===== config.mk =====
export PLATFORM = sky130hd
export DESIGN_NAME = sprite_row_packer
export DESIGN_NICKNAME = d
export VERILOG_FILES = /design/src/rtl/sprite_row_packer_pkg.sv /design/src/rtl/sprite_row_packer_pixel_shift_reg.sv /design/src/rtl/sprite_row_packer.sv
export SDC_FILE = /design/constraint.sdc
export NUM_CORES = 1
export LEC_CHECK = 0
export BUFFER_PORTS_ARGS = -buffer_cell sky130_fd_sc_hd__buf_2
export CAP_MARGIN = 40
export CORE_ASPECT_RATIO = 1.25
export CORE_UTILIZATION = 35
export CTS_CLUSTER_DIAMETER = 60
export DETAILED_ROUTE_END_ITERATION = 10
export PLACE_DENSITY = 0.62
export SLEW_MARGIN = 15
export SYNTH_ARGS = -nofsm -noshare
export SYNTH_HDL_FRONTEND = slang
export SYNTH_SLANG_ARGS = --single-unit
export TNS_END_PERCENT = 20

===== constraint.sdc =====
create_clock -name clk -period 39.8 [get_ports clk]
set_clock_uncertainty 0.2 [all_clocks]
set_input_delay 3.98 -clock clk [delete_from_list [all_inputs] [get_ports clk]]
set_output_delay 3.98 -clock clk [all_outputs]
set_load 0.01 [all_outputs]

===== src/rtl/sprite_row_packer_pkg.sv =====
// -----------------------------------------------------------------------------
// sprite_row_packer_pkg
// Shared definitions for the 64x64 3-bit sprite path. The renderer and the
// packer both import this package, so they agree on geometry, the row-word
// layout and the transparent colour code.
//
// Contents:
//   SPRITE_W / SPRITE_H / BPP : sprite geometry
//   ROW_BITS                  : packed row word width (SPRITE_W*BPP = 192)
//   ADDR_W / COL_W            : row and column counter widths
//   TRANSPARENT               : colour code treated as transparent by the renderer
//   state_t                   : packer FSM encoding
//   pixel_at()                : extract pixel at a column from a row word
// -----------------------------------------------------------------------------
package sprite_row_packer_pkg;

   localparam int unsigned SPRITE_W = 64;
   localparam int unsigned SPRITE_H = 64;
   localparam int unsigned BPP      = 3;
   localparam int unsigned ROW_BITS = SPRITE_W * BPP;
   localparam int unsigned ADDR_W   = 6;
   localparam int unsigned COL_W    = 6;

   // Stored unchanged by the packer; only the renderer gives it meaning.
   localparam logic [BPP-1:0] TRANSPARENT = '0;

   typedef enum logic [1:0] {
      ST_IDLE  = 2'd0,
      ST_FILL  = 2'd1,
      ST_WRITE = 2'd2,
      ST_DONE  = 2'd3
   } state_t;

   // Column c lives at bits [ROW_BITS-1-BPP*c -: BPP] of the row word.
   function automatic logic [BPP-1:0] pixel_at(input logic [ROW_BITS-1:0] word,
                                                input logic [COL_W-1:0]    col);
      logic [ROW_BITS-1:0] shifted;
      shifted = word >> (BPP * (SPRITE_W - 1 - int'(col)));
      return shifted[BPP-1:0];
   endfunction

endpackage


===== src/rtl/sprite_row_packer_pixel_shift_reg.sv =====
// -----------------------------------------------------------------------------
// pixel_shift_reg
// BPP-wide, DEPTH-deep pixel shift register. New pixels enter at the least
// significant end, so after DEPTH shifts the first pixel shifted in occupies
// the most significant BPP bits.
//
// Ports:
//   clk        : clock
//   rst        : asynchronous active-high reset, clears the register
//   shift_en_i : shift pix_i in this cycle
//   pix_i      : incoming pixel
//   next_o     : register contents with pix_i already appended; this is the
//                value loaded on a shift and lets the owner capture a complete
//                row in the same cycle as the last pixel arrives
// -----------------------------------------------------------------------------
module pixel_shift_reg
   import sprite_row_packer_pkg::*;
#(
   parameter int unsigned PIX_BITS = BPP,
   parameter int unsigned DEPTH    = SPRITE_W
) (
   input  logic                      clk,
   input  logic                      rst,
   input  logic                      shift_en_i,
   input  logic [PIX_BITS-1:0]       pix_i,
   output logic [PIX_BITS*DEPTH-1:0] next_o
);

   localparam int unsigned W = PIX_BITS * DEPTH;

   logic [W-1:0] shift_q;

   assign next_o = {shift_q[W-PIX_BITS-1:0], pix_i};

   always_ff @(posedge clk or posedge rst) begin
      if (rst) begin
         shift_q <= '0;
      end else if (shift_en_i) begin
         shift_q <= next_o;
      end
   end

endmodule


===== src/rtl/sprite_row_packer.sv =====
// -----------------------------------------------------------------------------
// sprite_row_packer
// Write-side counterpart of the sprite renderer. Takes 3-bit pixels in raster
// order over a valid/ready handshake, packs each 64-pixel row into a 192-bit
// word (first pixel of the row in the top bits) and issues one row write per
// row into the sprite row memory.
//
// Ports:
//   clk       : clock
//   rst       : asynchronous active-high reset
//   start     : begin loading a sprite (honoured only when idle)
//   pix_valid : pix_data valid this cycle
//   pix_data  : RGB pixel
//   pix_ready : pixel accepted this cycle when pix_valid is also high
//   row_we    : one-cycle row write strobe
//   row_addr  : row being written (valid with row_we)
//   row_data  : packed row word (valid with row_we)
//   busy      : from accepted start through the done cycle
//   done      : one-cycle pulse after the last row write
// -----------------------------------------------------------------------------
module sprite_row_packer
   import sprite_row_packer_pkg::*;
(
   input  logic                clk,
   input  logic                rst,
   input  logic                start,
   input  logic                pix_valid,
   input  logic [BPP-1:0]      pix_data,
   output logic                pix_ready,
   output logic                row_we,
   output logic [ADDR_W-1:0]   row_addr,
   output logic [ROW_BITS-1:0] row_data,
   output logic                busy,
   output logic                done
);

   localparam logic [COL_W-1:0]  COL_LAST = COL_W'(SPRITE_W - 1);
   localparam logic [COL_W-1:0]  COL_INC  = COL_W'(1);
   localparam logic [ADDR_W-1:0] ROW_LAST = ADDR_W'(SPRITE_H - 1);
   localparam logic [ADDR_W-1:0] ROW_INC  = ADDR_W'(1);

   state_t                state_q, state_d;
   logic [COL_W-1:0]      col_q, col_d;
   logic [ADDR_W-1:0]     row_q, row_d;
   logic [ADDR_W-1:0]     row_addr_q, row_addr_d;
   logic [ROW_BITS-1:0]   row_data_q, row_data_d;
   logic                  row_we_q;
   logic                  busy_q;
   logic                  done_q;

   logic                  accept;
   logic [ROW_BITS-1:0]   shift_next;

   assign pix_ready = (state_q == ST_FILL);
   assign accept    = pix_ready && pix_valid;

   pixel_shift_reg #(
      .PIX_BITS (BPP),
      .DEPTH    (SPRITE_W)
   ) u_shift (
      .clk        (clk),
      .rst        (rst),
      .shift_en_i (accept),
      .pix_i      (pix_data),
      .next_o     (shift_next)
   );

   always_comb begin
      state_d    = state_q;
      col_d      = col_q;
      row_d      = row_q;
      row_addr_d = row_addr_q;
      row_data_d = row_data_q;

      unique case (state_q)
         ST_IDLE: begin
            if (start) begin
               state_d = ST_FILL;
               col_d   = '0;
               row_d   = '0;
            end
         end

         ST_FILL: begin
            if (accept) begin
               // col wraps to 0 on the 64th accept, ready for the next row.
               col_d = col_q + COL_INC;
               if (col_q == COL_LAST) begin
                  state_d    = ST_WRITE;
                  row_addr_d = row_q;
                  // Capture includes the pixel arriving this cycle.
                  row_data_d = shift_next;
               end
            end
         end

         ST_WRITE: begin
            if (row_q == ROW_LAST) begin
               state_d = ST_DONE;
            end else begin
               state_d = ST_FILL;
               row_d   = row_q + ROW_INC;
               col_d   = '0;
            end
         end

         ST_DONE: begin
            state_d = ST_IDLE;
         end

         default: begin
            state_d = ST_IDLE;
         end
      endcase
   end

   // Strobes are registered from the next state so they line up exactly
   // with the WRITE / DONE cycles.
   always_ff @(posedge clk or posedge rst) begin
      if (rst) begin
         state_q    <= ST_IDLE;
         col_q      <= '0;
         row_q      <= '0;
         row_addr_q <= '0;
         row_data_q <= '0;
         row_we_q   <= 1'b0;
         busy_q     <= 1'b0;
         done_q     <= 1'b0;
      end else begin
         state_q    <= state_d;
         col_q      <= col_d;
         row_q      <= row_d;
         row_addr_q <= row_addr_d;
         row_data_q <= row_data_d;
         row_we_q   <= (state_d == ST_WRITE);
         busy_q     <= (state_d != ST_IDLE);
         done_q     <= (state_d == ST_DONE);
      end
   end

   assign row_we   = row_we_q;
   assign row_addr = row_addr_q;
   assign row_data = row_data_q;
   assign busy     = busy_q;
   assign done     = done_q;

endmodule


-- Yosys cells after proc, flatten, opt, wreduce, memory -nomap -nowiden
Index checks and enable logic that the tools add are counted.
W data, S select, Z words.
- flip-flop bits (word level): 404
- latch bits: 0
- bits in writable memories: 0
- bits in read-only memories: 0
- input port bits: 7
- output and inout port bits: 202
- memories: 0
- add/sub/neg operators: 2
- $mul: 0
- div/mod/pow operators: 0
- $lt $le $gt $ge: 0
- equality and inequality tests: 10
- shift operators: 0
- multiplexer cells: 11
- bitwise gates (word level): 0
- reduce and logical (&&, ||, !) cells: 8
- operator list (operator ; number):
    $mux W6 ; 4
    $pmux W6 S3 ; 1
    $add A6 B1 Y6 const B ; 2
    $eq A6 B6 Y1 const B ; 2
    $pmux W6 S2 ; 1
    $eq A2 B2 Y1 const B ; 4
    $mux W2 ; 4
    $pmux W2 S4 ; 1
    $reduce_and A3 Y1 ; 2
    $ne A2 B2 Y1 const B ; 2
    $reduce_and A4 Y1 ; 1
    $reduce_bool A2 Y1 ; 2
    $reduce_bool A3 Y1 ; 1
    $eq A2 B1 Y1 const B ; 1
    $logic_not A2 Y1 ; 1
    $ne A2 B1 Y1 const B ; 1
    $logic_and A1 B1 Y1 ; 1

-- Depth between registers and ports, before layout
- word-level depth: 5
- depth in mapped cells: 6

-- By module
A second synthesis with hierarchy kept.
- cells, all modules: 908
- area, all modules: 16704.8 µm²
- by module, submodules not included (module ; instances ; cells each ; area each (µm²) ; sequential area each (µm²)):
    sprite_row_packer ; 1 ; 505 ; 9252.6 ; 5380.2
    pixel_shift_reg ; 1 ; 403 ; 7452.1 ; 4729.5

-- Least setup slack after synthesis
Ideal clock, no wire load.
- path type: input to register
- from: input port pix_valid
- to: register row_data_q[100], in the netlist row_data[100]
- setup time: 125 ps
- arrival time: 5047 ps
- required time: 39475 ps
- path slack: 34428 ps
- cell stages on the path: 5
- path buffers: 2
- cells stage by stage: nand4b_4 > nor3_4 > buf_12 > buf_12 > mux2_4
- longest elaborated chain between the ends: 2
- ends and longest elaborated chain (item ; line ; RTL):
    from (decl) ; sprite_row_packer.sv:27 ; input logic pix_valid,
    $logic_and A1 B1 Y1 ; sprite_row_packer.sv:55 ; assign accept = pix_ready && pix_valid;
    $reduce_and A3 Y1 (no source line) ; - ;
    to (signal assigned) ; sprite_row_packer.sv:134 ; row_data_q <= row_data_d;
    to (decl) ; sprite_row_packer.sv:46 ; logic [ROW_BITS-1:0] row_data_q, row_data_d;
No other way between the ends.
A chain may end at the register's enable or synchronous reset.

-- Worst setup path after layout
- from: input port pix_valid
- to: register row_data_q[120], in the netlist row_data[120]
The elaborated chain is that of the path after synthesis.

==> results by stage <==
Synth:
- The post-synthesis cell count is 911.
- The cell taking the most area after synthesis is sky130_fd_sc_hd__dfrtp_1.
- The synthesized area per cell is 17.3 µm².
- The synthesized design contains 404 register bits.
- The sequential fraction of the synthesis area is 64.0%.
- Counting every net in the synthesized netlist gives 920.
- The post-synthesis cell type count is 43.
- After synthesis, the largest area contributor takes up 64.0% of total cell area.
- The most common cell in the netlist is sky130_fd_sc_hd__dfrtp_1.
- In the synthesized netlist, the cells that appear most often are sky130_fd_sc_hd__dfrtp_1, sky130_fd_sc_hd__mux2_2, sky130_fd_sc_hd__mux2_4.
- The total standard cell area after synthesis is 0.0158 mm².
- In this run, synthesis inferred 0 flip-flops with an integrated enable.
- Among all flip-flop cells after synthesis, the most frequent one is sky130_fd_sc_hd__dfrtp_1.
- In the synthesized netlist the async set-or-reset flop fraction comes to 100%.
- In the post-synthesis netlist, the biggest area contributors are sky130_fd_sc_hd__dfrtp_1, sky130_fd_sc_hd__mux2_2, sky130_fd_sc_hd__mux2_4, sky130_fd_sc_hd__mux2_1, sky130_fd_sc_hd__buf_12.
- The number of synthesis warnings is 0.

Clocking:
- The buffer levels on the longest clock path is 3.
- The clock sink count is 404.
- The maximum level of the CTS H-tree is 2.
- The clock input transition at the sequential cells of the worst setup and hold paths is 0.06 ns.
- The post-cts hold buffer count is 0.
- The cell chosen for the clock root is sky130_fd_sc_hd__clkbuf_16.
- The post-cts resize count is 0.
- TritonCTS built the clock tree.
- The later pin in the worst-skew pair is clocked with a latency of 0.55 ns.
- The number of buffers inserted by post-CTS setup repair is 0.
- TritonCTS created 42 clock buffers.

Finish:
- The layout has 4010 filler cells.
- The area added between synthesis and finish is 18.9%.
- After routing the design area is 0.0188 mm².
- The final net count is 1145.
- The share of cells above drive strength 1 is 51.2%.
- The storage element area is 0.0101 mm².
- The count of antenna diodes in the layout is 0.
- The total area of multi-input combinational cells is 0.00520 mm².

Route:
- The DRC marker count from the first detailed-route iteration is 189.
- The first-pass detailed-route iteration total is 4.
- The post-route DRC violation count is 0.
- The post-route antenna net violation count is 0.
- The wire length reported by the detailed router is 28800 µm.
- The final route contains 8093 vias.
- The average vias per placed instance is 4.65.
- In the final routed layout, each cell accounts on average for 16.5 µm.

Setup path:
- STA classifies the critical path endpoint as a flop.
- The most critical setup path has its startpoint at pix_valid.
- Walking the worst path, the cells encountered are buf_2 -> nand4b_4 -> nor3_4 -> buf_4 -> buf_12 -> mux2_4.
- The number of buffers and inverters on the critical path is 3.
- For the worst flop-to-flop path, the logic depth is 5.
- In this design, the stage delay of the slowest critical-path cell is 0.74 ns.
- Of all nets on the critical path, the largest fanout is 33.
- The required arrival time at the worst endpoint is 40.02 ns.
- STA puts the critical path data arrival time at 6.24 ns.
- The worst setup path is launched from a primary input.
- The worst register-to-register path ends at row_data[120].
- The kind of cell with the highest combined delay on the critical path is buffers and inverters.
- The slowest stage of the critical path is the sky130_fd_sc_hd__nor3_4 cell.
- The reg-to-reg setup timing slack is 36.65 ns.
- The startpoint identified for the worst register-to-register timing path is state_q[1].
- The critical setup path kind is in2reg.

Outcome:
- The run finished with clean final reports.

GRT:
- The number of antenna violations at the first check in global routing is 1.
- For this run the aggregate overflow at the end of global routing stands at 0.
- The pin count of the biggest net entering global routing is 108.
- The first-pass GRT wire length is 46900 µm.
- The overall fraction of global-route tracks in use is 12.8%.
- The via count of the first global-routing pass came to 8438.

Place:
- The routability congestion estimate is 0.709.
- The count of input and output buffers is 208.
- After legalization and detailed placement, the total HPWL measured 18600 µm.
- The pre-CTS setup slack is 33.16 ns.
- Summing all placed instances gives a cell area of 0.0174 mm².

STA:
- The setup slack of the critical path after layout is 33.78 ns.
- The final sum of negative setup slack is 0 ns.
- The count of final hold-check violations was 0.
- The count of final max-slew check failures is 0.
- The minimum clock period is 6.02 ns.
- Dividing the final minimum period by the clock period gives 15.1%.
- The final setup violation count is 0.
- Setup repair after global routing left no endpoint under its margin.
- For the pin with the worst max-slew slack, the measured transition is 0.836 ns.
- Timing would allow up to 166 MHz.
- The remaining max-slew budget at the tightest pin is 44.1%.

Floorplanning:
- The count of standard-cell rows is 86.
- The initial core utilization is 35.6%.
- The die width is 192 µm.
- The height of the chip is 240 µm.
- 209 I/O pins were placed.
- The standard cell core area is 0.0443 mm².
- The floorplan step defined a die boundary enclosing 0.0460 mm².

Worst hold path:
- The hold path startpoint is row_data[74].
- The min-delay analysis places its worst path in the category reg2reg.
- The worst hold path stage count is 1.
- The path with the worst hold slack has its endpoint at row_data[74].

Pwr:
- Dividing total power by cell area gives a power density of 51.6 mW/mm².
- For this design the static power due to leakage is 9.84 nW.
- IR analysis of the VDD net gives a maximum drop of 36.5 µV.
- Total power for the finished layout comes to 969 µW.

Job:
- Across the run, the number of max-cap violations was 0.
-- worst max path at each step --
| stage | endpoint | slack, ns | cells after the start |
|---|---|---|---|
| 2_1_floorplan | busy | 24.38 | 1 |
| 3_3_place_gp | row_data[38] | 33.00 | 4 |
| 3_5_place_dp | row_data[119] | 33.16 | 6 |
| 4_1_cts | row_data[108] | 33.74 | 6 |
| 5_1_grt | row_data[112] | 33.60 | 6 |
| 6_report | row_data[120] | 33.78 | 6 |
-- layer usage --
layer	part of all wire [%]	GRT usage [%]	routed length, µm
met4	2.5	5.15	727
met1	43	16.4	12500
met5	0.028	0	8
met2	48	20.3	13700
met3	6.5	3.97	1860
-- final cells by class --
class	count	area share, %
Timing Repair Buffer	227	7.18
Multi-Input combinational cell	456	27.7
Clock buffer	61	6.46
Sequential cell	404	53.8
Clock inverter	14	0.866
Tap cell	572	3.81
Inverter	5	0.140
-- report_power, final --
| part | switching [mW] | internal [mW] | leakage [nW] |
|---|---|---|---|
| combinational | 0.0371 | 0.0487 | 3.69 |
| sequential | 0.0344 | 0.459 | 5.48 |
| clock | 0.158 | 0.232 | 0.678 |
-- cells in the final DEF (no fill, tap or decap), drive strengths merged, types with 2 or more instances in the layout --
cell type / synthesis / final
a21oi: 5 / 5
a41oi: 2 / 2
and2: 2 / 2
and3: 3 / 3
buf: 44 / 227
bufinv: 0 / 3
clkbuf: 2 / 61
clkinv: 0 / 9
dfrtp: 404 / 404
ha: 2 / 2
inv: 5 / 6
mux2: 387 / 387
nand2: 11 / 11
nand2b: 2 / 2
nand3: 9 / 9
nand4: 2 / 2
nor2: 3 / 3
nor2b: 2 / 2
nor3: 3 / 3
o211ai: 2 / 2
o21bai: 2 / 2
o311ai: 3 / 3
or4b: 3 / 3
-- cell families after synthesis --
logic type               after synthesis  synth area share (%)
AND/OR/NAND/NOR                       45                  1.77
multiplexers                         388                  30.0
flip-flops                           404                  64.0
adder cells (fa/ha/maj)                2                 0.158
AO/OA/AOI/OAI                         21                 0.998
buffers and inverters                 51                  3.06
-- registers in the layout, summed over array words and instances, names as in the netlist --
register / count
busy: 1
col_q: 6
done: 1
row_addr: 6
row_data: 192
row_q: 6
row_we: 1
state_q: 2
u_shift.shift_q: 189
-- worst register-to-register path: stages, from the launching register on --
cell,delay (ns)
sky130_fd_sc_hd__dfrtp_1,0.54
sky130_fd_sc_hd__nand4b_4,0.30
sky130_fd_sc_hd__nor3_4,0.74
sky130_fd_sc_hd__buf_4,0.57
sky130_fd_sc_hd__buf_12,0.34
sky130_fd_sc_hd__mux2_4,0.34
-- per-stage QoR --
step | cells | utilization (%) | hold WS [ns]
after floorplan | 911 | - | 0.252
after global placement | 1655 | 38.7 | 0.264
after detailed placement | 1663 | 39.2 | 0.269
after CTS | 1738 | 42.3 | 0.284
after global routing | 1739 | 42.4 | 0.292
final | 1739 | 42.4 | 0.279
Power figures use the tool's default switching activity.
